File: src/rtl/fetch_sequencer.sv
// Instruction-fetch sequencer: owns the fetch PC, runs req/ack fetches to imem,
// hands instructions to decode, and redirects on taken jumps/branches from execute.
module fetch_sequencer #(
  parameter logic [31:0] RESET_PC = 32'h0000_0000
) (
  input  logic        clk,
  input  logic        rst,
  output logic        imem_req,
  output logic [31:0] imem_addr,
  input  logic        imem_ack,
  input  logic [31:0] imem_data,
  output logic [31:0] inst,
  output logic [31:0] inst_pc,
  output logic        inst_valid,
  input  logic        dec_ready,
  input  logic        br_valid,
  input  logic [2:0]  br_opcode,
  input  logic        br_cond,
  input  logic [31:0] br_pc,
  input  logic [31:0] br_addr,
  input  logic [31:0] br_jreg,
  output logic [31:0] pc,
  output logic        redirect
);

  localparam logic [1:0] FETCH = 2'd0;
  localparam logic [1:0] HOLD  = 2'd1;
  localparam logic [1:0] DRAIN = 2'd2;

  logic [1:0]  state_reg;
  logic [31:0] fetch_addr_reg;
  logic [31:0] redirect_pc_reg;
  logic [31:0] inst_reg;
  logic [31:0] inst_pc_reg;
  logic        inst_valid_reg;
  logic        redirect_reg;

  logic        taken_raw;
  logic        taken;
  logic [31:0] target;

  // Opcodes 011 and anything unlisted fall through as not-taken.
  always_comb begin
    taken_raw = 1'b0;
    target    = 32'h0;
    case (br_opcode)
      3'b100: begin
        taken_raw = 1'b1;
        target    = {br_pc[31:18], br_addr[15:0], 2'b00};
      end
      3'b101: begin
        taken_raw = 1'b1;
        target    = br_jreg;
      end
      3'b110, 3'b111: begin
        taken_raw = br_cond;
        target    = br_pc + {br_addr[29:0], 2'b00};
      end
      default: begin
        taken_raw = 1'b0;
        target    = 32'h0;
      end
    endcase
    taken = br_valid & taken_raw;
  end

  always_ff @(posedge clk) begin
    if (rst) begin
      state_reg       <= FETCH;
      fetch_addr_reg  <= RESET_PC;
      redirect_pc_reg <= 32'h0;
      inst_reg        <= 32'h0;
      inst_pc_reg     <= 32'h0;
      inst_valid_reg  <= 1'b0;
      redirect_reg    <= 1'b0;
    end else begin
      redirect_reg <= taken;
      case (state_reg)
        FETCH: begin
          if (taken) begin
            // An unacked request cannot be abandoned; park the target until it drains.
            if (imem_ack) begin
              fetch_addr_reg <= target;
            end else begin
              redirect_pc_reg <= target;
              state_reg       <= DRAIN;
            end
          end else if (imem_ack) begin
            inst_reg       <= imem_data;
            inst_pc_reg    <= fetch_addr_reg;
            inst_valid_reg <= 1'b1;
            fetch_addr_reg <= fetch_addr_reg + 32'd4;
            state_reg      <= HOLD;
          end
        end
        HOLD: begin
          if (taken) begin
            fetch_addr_reg <= target;
            inst_valid_reg <= 1'b0;
            state_reg      <= FETCH;
          end else if (dec_ready) begin
            inst_valid_reg <= 1'b0;
            state_reg      <= FETCH;
          end
        end
        DRAIN: begin
          if (taken) begin
            redirect_pc_reg <= target;
          end
          if (imem_ack) begin
            fetch_addr_reg <= taken ? target : redirect_pc_reg;
            state_reg      <= FETCH;
          end
        end
        default: state_reg <= FETCH;
      endcase
    end
  end

  assign imem_req   = (state_reg == FETCH) || (state_reg == DRAIN);
  assign imem_addr  = fetch_addr_reg;
  assign pc         = fetch_addr_reg;
  assign inst       = inst_reg;
  assign inst_pc    = inst_pc_reg;
  assign inst_valid = inst_valid_reg;
  assign redirect   = redirect_reg;

endmodule

File: config.mk
export PLATFORM = sky130hd
export DESIGN_NAME = fetch_sequencer
export DESIGN_NICKNAME = d
export VERILOG_FILES = /design/src/rtl/fetch_sequencer.sv
export SDC_FILE = /design/constraint.sdc
export NUM_CORES = 1
export LEC_CHECK = 0
export CAP_MARGIN = 40
export CORE_MARGIN = 3
export CORE_UTILIZATION = 35
export CTS_BUF_LIST = sky130_fd_sc_hd__clkbuf_8
export CTS_CLUSTER_DIAMETER = 30
export DETAILED_ROUTE_END_ITERATION = 10
export GPL_TIMING_DRIVEN = 0
export HOLD_SLACK_MARGIN = 0.02
export PLACE_DENSITY = 0.75
export REMOVE_ABC_BUFFERS = 1
export SLEW_MARGIN = 20
export SYNTH_ARGS = -nofsm -noshare
export SYNTH_HDL_FRONTEND = slang
export SYNTH_SLANG_ARGS = --single-unit
File: constraint.sdc
create_clock -name clk -period 8.63 [get_ports clk]
set_input_delay 1.726 -clock clk [delete_from_list [all_inputs] [get_ports clk]]
set_output_delay 1.726 -clock clk [all_outputs]
set_load 0.02 [all_outputs]
Word level (Yosys, flattened, before mapping)
Cells that the tools add are included.
Operators by class
  add/sub/neg operators: 2
  eq/ne operators: 15
  multiplexer cells: 24
  bitwise operators: 2
  reduce and logical (&&, ||, !) cells: 12
Operators by type and width (count)
  32-bit two-way mux: 8
  32-bit case mux with 3 select lines: 2
  32-bit case mux with 2 select lines: 1
  32-bit by 3-bit adder with 32-bit output, second input constant: 1
  32-bit adder: 1
  3-bit == test, second input constant: 4
  2-bit two-way mux: 6
  2-bit != test, second input constant: 6
  4-bit AND reduction: 3
  3-bit != test, second input constant: 3
  2-bit case mux with 3 select lines: 1
  3-bit AND reduction: 2
  1-bit two-way mux: 4
  1-bit case mux with 2 select lines: 2
  2-bit nonzero test: 2
  2-bit OR reduction: 2
  3-bit nonzero test: 1
  2-bit by 1-bit == test with 1-bit output, second input constant: 1
  2-bit == test, second input constant: 1
  2-bit zero test: 1
  1-bit AND: 1
  1-bit logical OR: 1
  1-bit inverter: 1
Storage, ports and cells
  register bits: 132
  bits of input ports: 137
  output and inout port bits: 131
  logic and storage cells: 62

Logic depth before layout (Yosys ltp)
Gate-level depths: netlist of the first run.
  word-level depth: 7
  depth in mapped cells: 13
  gate-level depth less buffers: 13

Worst setup path before layout of the first run
OpenSTA, ideal clock, no wires.
  path kind: input port to flip-flop
  start point: in br_pc[2]
  end point: reg fetch_addr_reg[24], in the netlist imem_addr[24]
  library setup time: 0.117 ns
  arrival time: 3.826 ns
  required time: 8.513 ns
  slack: 4.687 ns
  cell stages on the path: 13
  path buffers: 0
  cell sequence: ha_1 -> inv_1 -> fa_1 -> nand2b_1 -> a21oi_1 -> o31ai_1 -> o221ai_1 -> o22ai_1 -> o31ai_1 -> xnor2_1 -> nand2_1 -> a41oi_1 -> nor2_1
On the way
  cells in the longest elaborated chain, start to end: 5
  elaborated cells on any way between the ends: 8
  those cells by class: add/sub (1); mux (7)
RTL lines
  start: declaration: RTL line 19  | input logic [31:0] br_pc,
  32-bit adder *: RTL line 57  | target = br_pc + {br_addr[29:0], 2'b00};
  32-bit case mux with 3 select lines *: RTL line 46  | case (br_opcode)
  32-bit two-way mux, on equally long branches: RTL line 97, 82
  32-bit two-way mux, on equally long branches: RTL line 110, 80
  32-bit case mux with 3 select lines *: RTL line 78  | case (state_reg)
  end signal: assignment: RTL line 83  | fetch_addr_reg <= target;
  end signal: assignment: RTL line 98  | fetch_addr_reg <= target;
  end signal: assignment: RTL line 111  | fetch_addr_reg <= taken ? target : redirect_pc_reg;
  end: declaration: RTL line 31  | logic [31:0] fetch_addr_reg;
Mark *: on every way between the ends. The rest lies on a longest branch, timed or not. The select of a mux whose other input is x is not followed.
A chain may end at the register's enable or synchronous reset.

Worst setup path in the final report of the first run
  start point: in br_opcode[1]
  end point: reg fetch_addr_reg[31], in the netlist imem_addr[31]
On the way
  cells in the longest elaborated chain, start to end: 7
  elaborated cells on any way between the ends: 17
  those cells by class: eq/ne (5); mux (8); bitwise (1); reduce/logical (3)
RTL lines
  start: declaration: RTL line 17  | input logic [2:0] br_opcode,
  3-bit == test: RTL line 46
  2-bit OR reduction, on equally long branches
  1-bit case mux with 2 select lines: RTL line 46
  1-bit AND: RTL line 64  | taken = br_valid & taken_raw;
  32-bit two-way mux: RTL line 97  | if (taken) begin
  32-bit two-way mux: RTL line 110  | if (imem_ack) begin
  32-bit case mux with 3 select lines: RTL line 78
Parallel ways exist; a longest one is shown, timed or not. The select of a mux whose other input is x is not followed.

==> reports/results.txt, run 1 <==
fmax: 196 MHz
width of the die: 162 microns
Port Buffers: 265
most frequent cells in the layout: 263 x clkdlybuf4s50_1, 238 x nand2_1, 158 x a21oi_1
clock slew seen by the registers of the worst setup and hold paths: 0.07 ns
endpoint class of the critical path: flop
Finish-stage setup viols: 0
EDFF count, synth: 0
flop-to-flop setup slack: 5.30 ns
diodes inserted: 0
Nets: 1563
post-cts sizing count: 0
Post-CTS Hold Fix Bufs: 0
hold_ws: 0.453 ns
initial antenna violation count: 0
crit path cell chain: clkdlybuf4s50_1 -> buf_8 -> inv_2 -> o211ai_1 -> buf_4 -> a211oi_2 -> buf_4 -> nand2b_1 -> nor3_1 -> o21ai_0 -> o211ai_1 -> o21ai_0 -> a31oi_1
final hold vios: 0
Die Ht: 162 microns
post-CTS repair timing setup buffer count: 0
slowest cell delay on critical path: 0.58 ns
row count: 56
remaining antenna violation count after routing: 0
hold path depth: 2
WHS Endpoint: inst[25]
dominant cell type by area after synthesis: dfxtp_1
Worst Reg-to-Reg Cells: 8
Max clock buf depth: 2
routed wire length: 27800 microns
top cells by area, synth: dfxtp_1 31%, nand2_1 10%, a21oi_1 9.3%
Synth Instances: 1205
Hold Startpoint: inst[25]
Congestion Overflow GR: 0
slew margin rel.: 45.1%
ys flop type: dfxtp_1
RD Place Congestion: 0.882
Tmin final: 5.11 ns
CTS sink count: 132
Worst Tran Pin Value: 0.821 ns
part of the cycle the worst path needs: 59.2%
Synth cell types: 67
min-delay worst type: reg2reg
RR Startpoint: state_reg[0]
DP HPWL: 21000 microns
crit path kind: in2reg
leakage: 4.20 nW
Core ar.: 23700 sq um
CP arrival: 5.49 ns
Syn. warnings: 0
number of global-route vias before repair: 8451
H-tree depth: 4
Starting Density: 36.0%
root buffer cell: clkbuf_8
share of cells above drive strength 1: 4.34%
setup TNS: 0 ns
Synth async-reset ratio: 0%
post-detailed-route DRC marker count: 0
Critical Path Fanout Max: 17
syn avg cell area: 7.08 sq um
commonest non-fill, non-tap cell in the layout: clkdlybuf4s50_1
worst-skew pair later-pin latency: 0.45 ns
Setup WS post-layout: 3.52 ns
Seq/Total Area, Yosys: 31.0%
Yosys reg bits: 132
CTS tree: yes
Place WS: 3.09 ns
Pre-antenna DRT Iters: 5
Iter 0 DRT Violations: 507
die area: 26300 sq um
PD cells: 162 nW/um^2
first-pass GRT wire length: 43800 microns
non-filler cells, final: 1723
worst-case clock skew: 0.0126 ns
Max IR drop VDD: 85.4 uV
Max Slew Vio Count: 0
layout overhead on the synthesized area: 36.5%
PnR Total Power: 1.88 mW
RSZ-0062 raised after global routing: no
status: finished, final reports clean
pin count of the biggest net entering global routing: 67
startpoint class of the critical path: input pin
via count: 9259
Ports: 268
Total GRT Usage: 20.3%
Crit path required time: 9.01 ns
vias per inst: 5.37
critical path's slowest cell: clkdlybuf4s50_1
number of buffers created by CTS: 17
Post-Syn Area: 8530 sq um
Max-cap violations: 0
RR Endpoint: imem_addr[16]
Synth top area share: 31.0%
WL/cell: 16.2 microns
placed insts: 1692
-- layout make-up --
| type | instances | area, sq um |
|---|---|---|
| inverters | 18 | 67.6 |
| flip-flops and latches | 132 | 2640 |
| clock buffers | 20 | 275 |
| well taps | 319 | 399 |
| fillers | 2375 | 12000 |
| clock inverters | 11 | 87.6 |
| multi-input cells | 944 | 5300 |
| repair buffers | 279 | 2870 |
-- how the worst max path moves through the flow --
| stage | cells after the start | start | slack [ns] | end |
|---|---|---|---|---|
| 6_report | 13 | br_opcode[1] | 3.52 | imem_addr[31] |
| 2_1_floorplan | 5 | br_opcode[1] | 3.72 | inst[0] |
| 4_1_cts | 13 | br_opcode[1] | 3.57 | imem_addr[31] |
| 3_3_place_gp | 6 | br_opcode[1] | 0.02 | inst_pc[31] |
| 3_5_place_dp | 13 | br_opcode[1] | 3.09 | imem_addr[31] |
| 5_1_grt | 13 | br_opcode[1] | 3.31 | imem_addr[31] |
-- Yosys cell counts (11+ instances only) --
master and count:
nor3_1 20, a31oi_1 17, nor2_1 120, o21ai_0 74
dfxtp_1 132, a21oi_1 158, xnor2_1 12, nor2b_1 11
nand3_1 34, ha_1 33, and3_1 17, inv_1 15
nand2_1 238, a211oi_1 28, mux2i_1 25, nand4_1 11
buf_4 32, clkbuf_1 62, xor2_1 18
-- cell families after synthesis --
group / count (synthesis) / share of synthesized area [%]
multiplexers: 26 / 3.07
AND/OR/NAND/NOR: 481 / 24.1
XOR/XNOR: 30 / 3.08
buffers and inverters: 129 / 7.32
flip-flops: 132 / 31.0
AO/OA/AOI/OAI: 373 / 26.3
adder cells (fa/ha/maj): 34 / 5.08
-- layer usage --
layer | vias to the layer above | share of wire [%] | GRT usage (%)
li1 | 4591 | - | -
met5 | - | 0 | 0
met3 | 59 | 6.5 | 3.34
met1 | 4232 | 44 | 26.5
met2 | 377 | 46 | 33.3
met4 | 0 | 3.1 | 8.41
-- stage by stage --
step                      util (%)  instance area (sq um)
final                         49.2                  11600
after global placement        46.6                  11000
after floorplan                  -                   7970
after global routing          49.2                  11600
after CTS                     49.2                  11600
after detailed placement      47.6                  11300
-- power breakdown --
group          internal [mW]  switching, mW  total, mW  leakage [nW]
logic                  0.298          0.381      0.679          2.94
registers              0.656         0.0593      0.715          1.08
clock network          0.244          0.244      0.488         0.185
total                   1.20          0.684       1.88          4.20
-- worst max-delay path: cells and delay by family --
family | cells | cell delay (ns)
buffers and inverters | 5 | 1.68
AOI/OAI and AO/OA | 6 | 1.40
and+or+nand+nor | 2 | 0.68
No activity file was read; power rests on OpenSTA's default activity.
==> run 2, diff against run 1 <==
Clock period 8.63 ns to 4.8 ns, I/O delays scaled along.
==> results of run 2 <==
The final DEF is identical to that of run 1. Status: finished, final reports clean.
Among the figures that moved: setup slack after placement 3.09 ns -> 0.0242 ns; setup slack after layout 3.52 ns -> 0.459 ns; register-to-register setup slack 5.30 ns -> 1.47 ns; total power 1.88 mW -> 3.38 mW; worst IR drop on VDD 85.4 uV -> 154 uV
==> run 3, diff against run 2 <==
Settings changed: CELL_PAD_IN_SITES_DETAIL_PLACEMENT set to 1, CELL_PAD_IN_SITES_GLOBAL_PLACEMENT set to 1, CORE_UTILIZATION 35 to 34, PLACE_DENSITY 0.75 to 0.95.
==> run 3 against run 2 <==
Against the previous run:
- routed wire length grew 26%
- critical path type unchanged
- sequential power is essentially flat
- die area grew 2.8%
- count of clock-buffer cells in the layout shrank 2
- sequential share of layout area shrank 0.35 points
==> reports/results.txt, run 3 (synthesized netlist as in run 1, its figures left out) <==
Switch Pwr: 1.35 mW
Hold Startpoint: redirect_pc_reg[24]
pin count of the biggest net entering global routing: 72 (+7.5%)
Filler Cells Inserted: 2991 (+26%)
slowest cell delay on critical path: 0.60 ns (+0.02 ns)
Place WS: 0.113 ns
routed wire length: 35000 microns (+26%)
Ports: 268 (unchanged)
clock slew seen by the registers of the worst setup and hold paths: 0.09 ns (+0.02 ns)
share of cells above drive strength 1: 4.83% (+0.48 points)
Flop pwr share: 34.4% (-3.6 points)
non-filler cells, final: 1733 (+0.58%)
most frequent cells in the layout: 263 x clkdlybuf4s50_1, 238 x nand2_1, 158 x a21oi_1
Crit path required time: 5.18 ns
commonest non-fill, non-tap cell in the layout: clkdlybuf4s50_1
CP arrival: 4.90 ns
RR Endpoint: imem_addr[31]
part of the cycle the worst path needs: 94.1%
vias per inst: 5.79 (+7.8%)
number of global-route vias before repair: 10.6k (+26%)
Post-DP Area: 11300 sq um (+0.40%)
DP HPWL: 25300 microns (+21%)
CTS sink count: 132 (unchanged)
endpoint class of the critical path: flop
WL/cell: 20.2 microns (+25%)
Port Buffers: 265 (unchanged)
remaining antenna violation count after routing: 0 (unchanged)
Critical Path Fanout Max: 17 (unchanged)
crit path kind: in2reg
Core ar.: 24500 sq um (+3.3%)
CP bufs+invs: 5 (unchanged)
flop-to-flop setup slack: 0.85 ns
final hold vios: 0 (unchanged)
via count: 10.0k (+8.4%)
worst-case clock skew: 0.0161 ns (+0.00342 ns)
initial antenna violation count: 0 (unchanged)
RD Place Congestion: 0.863 (-2.1%)
slew margin rel.: 44.6% (-0.50 points)
PnR Total Power: 3.76 mW
width of the die: 164 microns (+1.4%)
Max-cap violations: 0 (unchanged)
H-tree depth: 4 (unchanged)
placed insts: 1699 (+0.41%)
Max IR drop VDD: 164 uV
number of buffers created by CTS: 17 (unchanged)
first-pass GRT wire length: 54700 microns (+25%)
status: finished, final reports clean
Setup WS post-layout: 0.283 ns
post-CTS repair timing setup buffer count: 0 (unchanged)
internal power: 2.41 mW
row count: 57 (+1.8%)
Nets: 1567 (+0.26%)
root buffer cell: clkbuf_8
CP delay by family, top: buffers and inverters
Finish-stage setup viols: 0 (unchanged)
Post-CTS Hold Fix Bufs: 0 (unchanged)
PD cells: 318 nW/um^2
Congestion Overflow GR: 0 (unchanged)
hold path depth: 2 (unchanged)
Tmin final: 4.52 ns
critical path's slowest cell: clkdlybuf4s50_1
startpoint class of the critical path: input pin
post-detailed-route DRC marker count: 0 (unchanged)
Pre-antenna DRT Iters: 4 (-1)
worst-skew pair later-pin latency: 0.46 ns (about the same)
post-cts sizing count: 0 (unchanged)
Max Slew Vio Count: 0 (unchanged)
Iter 0 DRT Violations: 759 (+50%)
Net Sw Frac: 35.9%
diodes inserted: 0 (unchanged)
Die Ht: 164 microns (+1.4%)
Clk pwr share: 30.9% (+5.0 points)
WHS Endpoint: redirect_pc_reg[24]
Total GRT Usage: 25.0% (+4.7 points)
Starting Density: 34.9% (-1.1 points)
setup TNS: 0 ns (unchanged)
Worst Tran Pin Value: 0.828 ns (+0.00753 ns)
RSZ-0062 raised after global routing: no
CTS tree: yes
Max clock buf depth: 2 (unchanged)
min-delay worst type: reg2reg
design area: 11800 sq um (+1.6%)
die area: 27000 sq um (+2.8%)
crit path cell chain: clkdlybuf4s50_1 -> buf_8 -> inv_2 -> o211ai_1 -> buf_4 -> a211oi_2 -> buf_4 -> nand2b_1 -> nor3_1 -> o21ai_0 -> o211ai_1 -> o21ai_0 -> a31oi_1
layout overhead on the synthesized area: 38.7%
fmax: 221 MHz
Combinational Power Share: 34.7% (-1.4 points)
Worst Reg-to-Reg Cells: 13 (+5)
RR Startpoint: state_reg[0]
leakage: 4.28 nW (+1.8%)
-- run 3: cell types whose count changed in the layout (fill, tap and decap cells not counted), sizes merged --
| cell | change |
|---|---|
| buf | +4 |
| bufinv | +5 |
| clkbuf | -2 |
| clkinvlp | -1 |
| inv | -1 |
-- run 3: final cells by class --
cell class                      count  area [sq um]  area share [%]
Timing Repair Buffer              283          2930            24.7
Multi-Input combinational cell    944          5310            44.8
Inverter                           18          67.6           0.571
Clock buffer                       18           248            2.09
Tap cell                          324           405            3.43
Clock inverter                     14           234            1.98
Sequential cell                   132          2640            22.3
-- run 3: how the worst max path moves through the flow --
stage	startpoint	end	depth (start not counted)
2_1_floorplan	br_opcode[1]	inst[0]	5
3_3_place_gp	br_opcode[1]	inst[9]	6
3_5_place_dp	br_opcode[1]	imem_addr[31]	13
4_1_cts	br_opcode[1]	imem_addr[31]	13
5_1_grt	br_opcode[1]	imem_addr[31]	13
6_report	br_opcode[1]	imem_addr[31]	13
-- run 3: worst reg2reg max path: cells and delay by family (launching register included) --
kind	cells	cell delay, ns
DFF	1	0.39
buffers and inverters	3	0.63
AOI/OAI and AO/OA	5	1.17
adders and majority gates	1	0.67
and+or+nand+nor	4	1.03
-- run 3: per-layer routing --
layer  global-route usage [%]  share of wire (%)
met1                     28.9                 39
met2                     44.1                 49
met3                     4.97                7.2
met4                     12.3                4.3
met5                        0                  0
-- run 3: stage by stage --
stage | utilization, % | hold WS [ns]
after floorplan | - | 0.423
after global placement | 45.1 | 0.436
after detailed placement | 46.3 | 0.444
after CTS | 48.3 | 0.455
after global routing | 48.4 | 0.475
final | 48.4 | 0.456
-- run 3: power by group through the flow --
| stage | Combinational [mW] | Sequential (mW) | Clock [mW] |
|---|---|---|---|
| 6_report | 1.30 | 1.29 | 1.16 |
| 4_1_cts | 1.29 | 1.29 | 1.18 |
| 3_3_place_gp | 1.18 | 1.31 | 0 |
| 2_1_floorplan | 0.529 | 1.41 | 0 |
| 5_1_grt | 1.40 | 1.31 | 1.23 |
| 3_5_place_dp | 1.26 | 1.32 | 0 |
